**config.mk**
```make
export PLATFORM = sky130hd
export DESIGN_NAME = branch_predictor
export DESIGN_NICKNAME = d
export VERILOG_FILES = /design/src/rtl/branch_predictor.sv
export SDC_FILE = /design/constraint.sdc
export NUM_CORES = 1
export LEC_CHECK = 0
export CAP_MARGIN = 15
export CORE_MARGIN = 1
export CORE_UTILIZATION = 29
export CTS_BUF_LIST = sky130_fd_sc_hd__clkbuf_8
export DETAILED_ROUTE_END_ITERATION = 12
export MAX_ROUTING_LAYER = met4
export SYNTH_ARGS = -nofsm -noshare
export SYNTH_HDL_FRONTEND = slang
export SYNTH_SLANG_ARGS = --single-unit
```
**constraint.sdc**
```tcl
create_clock -name clk -period 5.41 [get_ports clk]
set_input_delay 0.541 -clock clk [delete_from_list [all_inputs] [get_ports clk]]
set_output_delay 0.541 -clock clk [all_outputs]
set_load 0.02 [all_outputs]
```
**src/rtl/branch_predictor.sv**
```systemverilog
// branch_predictor: 2-bit saturating-counter branch predictor with EX-stage resolution.
//   clk, rst_n (async, active-low)
//   if_pc, if_inst -> if_pred, if_idx          fetch lookup (combinational)
//   ex_valid, ex_inst, ex_idx, ex_pred, ex_taken, flush_in
//                  -> redirect, redirect_tgt, flush   EX resolution (combinational)
//   mispredict_cnt                              saturating mispredict count
//   Define BP_GSHARE_EN to XOR a global history register into the index.
module branch_predictor #(
    parameter int ENTRIES = 64,
    parameter int IDX_W   = $clog2(ENTRIES),
    parameter int CNT_W   = 16
) (
    input  logic             clk,
    input  logic             rst_n,
    input  logic [31:0]      if_pc,
    input  logic [31:0]      if_inst,
    output logic             if_pred,
    output logic [IDX_W-1:0] if_idx,
    input  logic             ex_valid,
    input  logic [31:0]      ex_inst,
    input  logic [IDX_W-1:0] ex_idx,
    input  logic             ex_pred,
    input  logic             ex_taken,
    input  logic [1:0]       flush_in,
    output logic             redirect,
    output logic             redirect_tgt,
    output logic [1:0]       flush,
    output logic [CNT_W-1:0] mispredict_cnt
);
    localparam logic [6:0] BR = 7'b1100011;

    logic [1:0] cnt_tab [ENTRIES];
    logic       resolve, mis;
    logic [1:0] cur;
    logic       unused_bits;

    assign unused_bits = ^{if_pc[31:IDX_W+2], if_pc[1:0], if_inst[31:7], ex_inst[31:7]};

`ifdef BP_GSHARE_EN
    logic [IDX_W-1:0] ghr;
    assign if_idx = if_pc[IDX_W+1:2] ^ ghr;
    always_ff @(posedge clk or negedge rst_n) begin
        if (!rst_n) ghr <= '0;
        else if (resolve) ghr <= {ghr[IDX_W-2:0], ex_taken};
    end
`else
    assign if_idx = if_pc[IDX_W+1:2];
`endif

    assign if_pred      = (if_inst[6:0] == BR) && cnt_tab[if_idx][1];
    assign resolve      = ex_valid && (ex_inst[6:0] == BR);
    assign mis          = resolve && (ex_pred != ex_taken);
    assign redirect     = mis;
    assign redirect_tgt = mis && ex_taken;
    assign flush        = resolve ? (mis ? 2'b11 : 2'b00) : flush_in;
    assign cur          = cnt_tab[ex_idx];

    always_ff @(posedge clk or negedge rst_n) begin
        if (!rst_n) begin
            for (int i = 0; i < ENTRIES; i++) cnt_tab[i] <= 2'b01;
            mispredict_cnt <= '0;
        end else begin
            if (resolve)
                cnt_tab[ex_idx] <= ex_taken ? ((cur == 2'b11) ? cur : cur + 2'b01)
                                            : ((cur == 2'b00) ? cur : cur - 2'b01);
            if (mis && !(&mispredict_cnt)) mispredict_cnt <= mispredict_cnt + 1'b1;
        end
    end
endmodule

```
# Word level (Yosys, flattened, before mapping)
# Index checks and enable logic that the tools add are counted.
word_totals:
  inputBits: 109
  output_inout_bits: 27
  elab_cells: 100
  register_bits: 144
op_classes:
  n_bitwise: 2
  n_eq_ne: 4
  n_addsub: 3
  reduce_logical: 9
  magnitude_cmp: 3
  n_mux: 14
op_table:
  columns: ["cell", "count"]
  rows:
  - ["bitwise mux 128 bit", 1]
  - ["binary-select mux 2 bit (select 6 bit)", 2]
  - ["2-to-1 mux 2 bit", 10]
  - ["adder 16 x 1 -> 16 bit (second input constant)", 1]
  - ["AND reduction 16 bit", 1]
  - ["equality test 7 bit (second input constant)", 2]
  - [">= comparator 7 bit (second input constant)", 2]
  - ["inverter 6 -> 7 bit", 2]
  - ["demux 2 bit (select 6 bit)", 1]
  - ["less-than comparator 7 x 1 -> 1 bit (second input constant)", 1]
  - ["logical AND 1 bit", 6]
  - ["adder 2 x 1 -> 2 bit (second input constant)", 1]
  - ["equality test 2 bit (second input constant)", 1]
  - ["zero test 2 bit", 1]
  - ["subtractor 2 x 1 -> 2 bit (second input constant)", 1]
  - ["zero test 1 bit", 1]
  - ["inequality test 1 bit", 1]

# Logic depth before layout (Yosys ltp)
depth:
  ltp_word: 8
  mapped_depth: 12
  depth_no_buf: 7

# Worst setup path before layout
# No wires, ideal clock.
synth_timing:
  path_type: "input port to output port"
  start: "in if_pc[2]"
  end: "out if_pred"
  path_buffers: 2
  path_slack_ns: 1.690
  arrival_time_ns: 3.179
  stages: 6
  required_ns: 4.869
  path_cell_list: "clkbuf_1 > buf_1 > mux4_2 > mux4_2 > mux4_2 > and4_1"
synth_between:
  elab_chain_cells: 5
synth_rtl:
  columns: ["element", "line", "text"]
  rows:
  - ["start, declared", "15", "input logic [31:0] if_pc,"]
  - ["inverter 6 -> 7 bit (not written as such)", "50", "assign if_pred = (if_inst[6:0] == BR) && cnt_tab[if_idx][1];"]
  - ["binary-select mux 2 bit (select 6 bit)", "50", null]
  - ["2-to-1 mux 2 bit (not written as such) (2 in series)", "50", null]
  - ["logical AND 1 bit", "50", null]
  - ["end, declared", "17", "output logic if_pred,"]
# Every way passes these cells. The select of a mux whose other input is x is not followed.

# Worst setup path after layout
layout_timing:
  start: "in if_pc[3]"
  end: "out if_pred"
# Same word-level chain as after synthesis.

==> flow_metrics.tcl <==
set metrics [dict create \
    io-pin-count 136 \
    worst_slew_pin_slew_ns 1.05 \
    pwr_density_cell_nw_per_um2 238 \
    dp_cells 999 \
    antennaDiodeCount 0 \
    drt_iter0_markers 378 \
    grt_pass1_wl_mm 33.0 \
    hold_viol 0 \
    skew_ns 0.0197 \
    globalRouteTotalUtil_pct 16.0 \
    path_class "in2out" \
    final_cell_area_um2 9180 \
    place_congestion 0.865 \
    synthTopCellsByArea "dfrtp_1 (25%), dfstp_2 (21%), mux2_2 (18%), mux4_2 (8.5%), nand2_1 (3.2%)" \
    grt_pass1_vias 5577 \
    maxCapViolCount 0 \
    synth_warnings 0 \
    synth_area_um2 7900 \
    grt_max_degree 96 \
    yosysTopAreaCell "dfrtp_1" \
    die-area_um2 27900 \
    cts_hold_buf 0 \
    status "completed" \
    grt-ovfl-total 0 \
    antenna_found_initial 0 \
    num_rows 60 \
    dpl_cell_area_um2 8770 \
    synth_flop_cell "dfrtp_1" \
    syn_inst 630 \
    ys_ff_latch 144 \
    area_growth_pct 16.2 \
    setup-tns-final_ns 0 \
    setup_slack_ns 1.13 \
    cts.clk_slew.worst_paths_ns 0.09 \
    die_w_um 167 \
    clkLatencyLatePin_ns 0.47 \
    drv_slew 0 \
    peakVddDrop_v 0.000127 \
    crit_fanout 9 \
    cp-end-kind "output port" \
    post_cts_buffers 0 \
    dr_total_vias 5337 \
    die_y_um 167 \
    reg2reg_depth 8 \
    dp_slack_ns 1.14 \
    synth_top_area_share_pct 25.3 \
    synth_area_per_cell_um2 12.5 \
    viasPerCell 5.18 \
    start_util_pct 29.4 \
    leakage_nw 3.83 \
    cts_made_buffers 17 \
    fillers 2689 \
    htree_levels 4 \
    seq_area_frac_synth_pct 46.6 \
    drt_pass1_iterations 4 \
    fin_crit_sh_pct 79.2 \
    synthDistinctLibCells 65 \
    slew_headroom_pct 29.6 \
    fmax_mhz 234 \
    post_cts_resized 0 \
    coreArea_um2 26900 \
    cts_tree "done" \
    synth_fp_nets 740 \
    antenna_left 0 \
    rsz0062_at_grt "no" \
    hold_path_class "in2async" \
    critical_path.startpoint_type "input pin" \
    async_flop_share_pct 100 \
    arrival_ns 3.74 \
    drive_gt1_share_pct 43.2 \
    setup_viol 0 \
    drcViolationCount 0 \
    nets 787 \
    finalNonFillerCells 1031 \
    wl_per_cell_um 20.0 \
    synth_edf_count 0 \
    post-route-min-period_ns 4.28 \
    cts_buffer_depth 2 \
    io_buffers 59 \
    drt_wl_total_mm 20.6 \
    cp.required_ns 4.87 \
    clkSinkCount 144 \
    clockRootBuffer "clkbuf_8" \
    dp_hpwl_mm 13.8 \
]
[where the power goes]
part	total (mW)	switching, mW	leakage (nW)	internal (mW)
Clock	0.894	0.469	0.203	0.424
Sequential	1.08	0.00218	1.78	1.08
Combinational	0.206	0.137	1.84	0.0697
[kinds of logic after synthesis]
kind of cell | Yosys count | share of synthesized area, %
adders and majority gates | 3 | 0.475
muxes | 185 | 30.9
AOI/OAI and AO/OA | 61 | 5.83
DFF | 144 | 46.6
buffers and inverters | 53 | 3.88
xor gates and xnor gates | 16 | 1.77
and+or+nand+nor | 168 | 10.6
[path summary, 6_finish.rpt]
| path | startpoint | end | slack [ns] |
|---|---|---|---|
| setup / recovery | if_pc[3] | if_pred | 1.13 |
| hold / removal | rst_n | mispredict_cnt[5] | 0.16 |
| setup reg to reg | cnt_tab[91] | cnt_tab[22] | 2.26 |
| hold reg to reg | mispredict_cnt[11] | mispredict_cnt[11] | 0.50 |
| max in group asynchronous | rst_n | cnt_tab[19] | 4.07 |
| min in group clk | mispredict_cnt[11] | mispredict_cnt[11] | 0.50 |
[placed cells by master (no fill, tap or decap), types with 4 or more instances in the layout]
cell and n:
nor2_1 36, mux4_2 30, a22o_1 6, clkinv_4 4, nor2b_1 5, a22oi_1 6, inv_1 6, nand4_1 6
clkdlybuf4s50_1 55, and3_1 5, a21oi_1 12, mux2i_1 17, dfrtp_1 80, xnor2_1 9, xor2_1 7, a221oi_1 4
nand2b_1 5, mux2_4 11, a21o_1 4, dfstp_2 64, or3b_2 4, and2_1 4, clkbuf_8 17, buf_4 14
nand2_1 68, mux2_2 127, nand3_1 11
[registers in the layout, indices dropped and copies added (netlist names)]
register / count
cnt_tab: 128
mispredict_cnt: 16
[worst max-delay path: stages]
cell and delay (ns):
clkdlybuf4s50_1 0.80, buf_4 0.31, mux4_2 0.35, mux4_2 0.51, mux4_2 0.49, and4_1 0.19
clkdlybuf4s50_1 0.53
[cell type report]
type / instances / area, um2 / share of cell area (%)
Multi-Input combinational cell: 433 / 3920 / 42.7
Sequential cell: 144 / 3680 / 40.1
Timing Repair Buffer: 75 / 722 / 7.86
Tap cell: 341 / 427 / 4.65
Clock buffer: 17 / 234 / 2.55
Clock inverter: 15 / 175 / 1.91
Inverter: 6 / 22.5 / 0.245
[per-layer routing]
| metal | wire length [um] | vias to the layer above | global-route usage (%) |
|---|---|---|---|
| met2 | 9560 | 164 | 23.8 |
| met3 | 1060 | 22 | 3.78 |
| met1 | 9700 | 2738 | 21.9 |
| li1 | - | 2413 | - |
| met5 | 0 | - | - |
| met4 | 264 | 0 | 3.78 |
[Yosys cell counts (all sizes together) (5+ instances only)]
cell type / number
and3: 5
mux4: 30
a22oi: 6
xor2: 7
nor2: 36
nand3: 11
clkbuf: 14
inv: 6
nand4: 6
mux2: 138
a21oi: 12
a22o: 6
xnor2: 9
buf: 33
nand2: 68
mux2i: 17
and2: 5
dfrtp: 80
dfstp: 64
nand2b: 5
nor2b: 5
[metrics by stage]
stage	hold WS [ns]	power (mW)	utilization, %
finish	0.158	2.18	34.2
global route	0.200	2.28	34.2
CTS	0.186	2.22	34.2
detailed placement	0.487	1.31	32.6
global placement	0.474	1.31	32.6
floorplan	0.245	1.22	-
(Power assumes the default switching activity.)
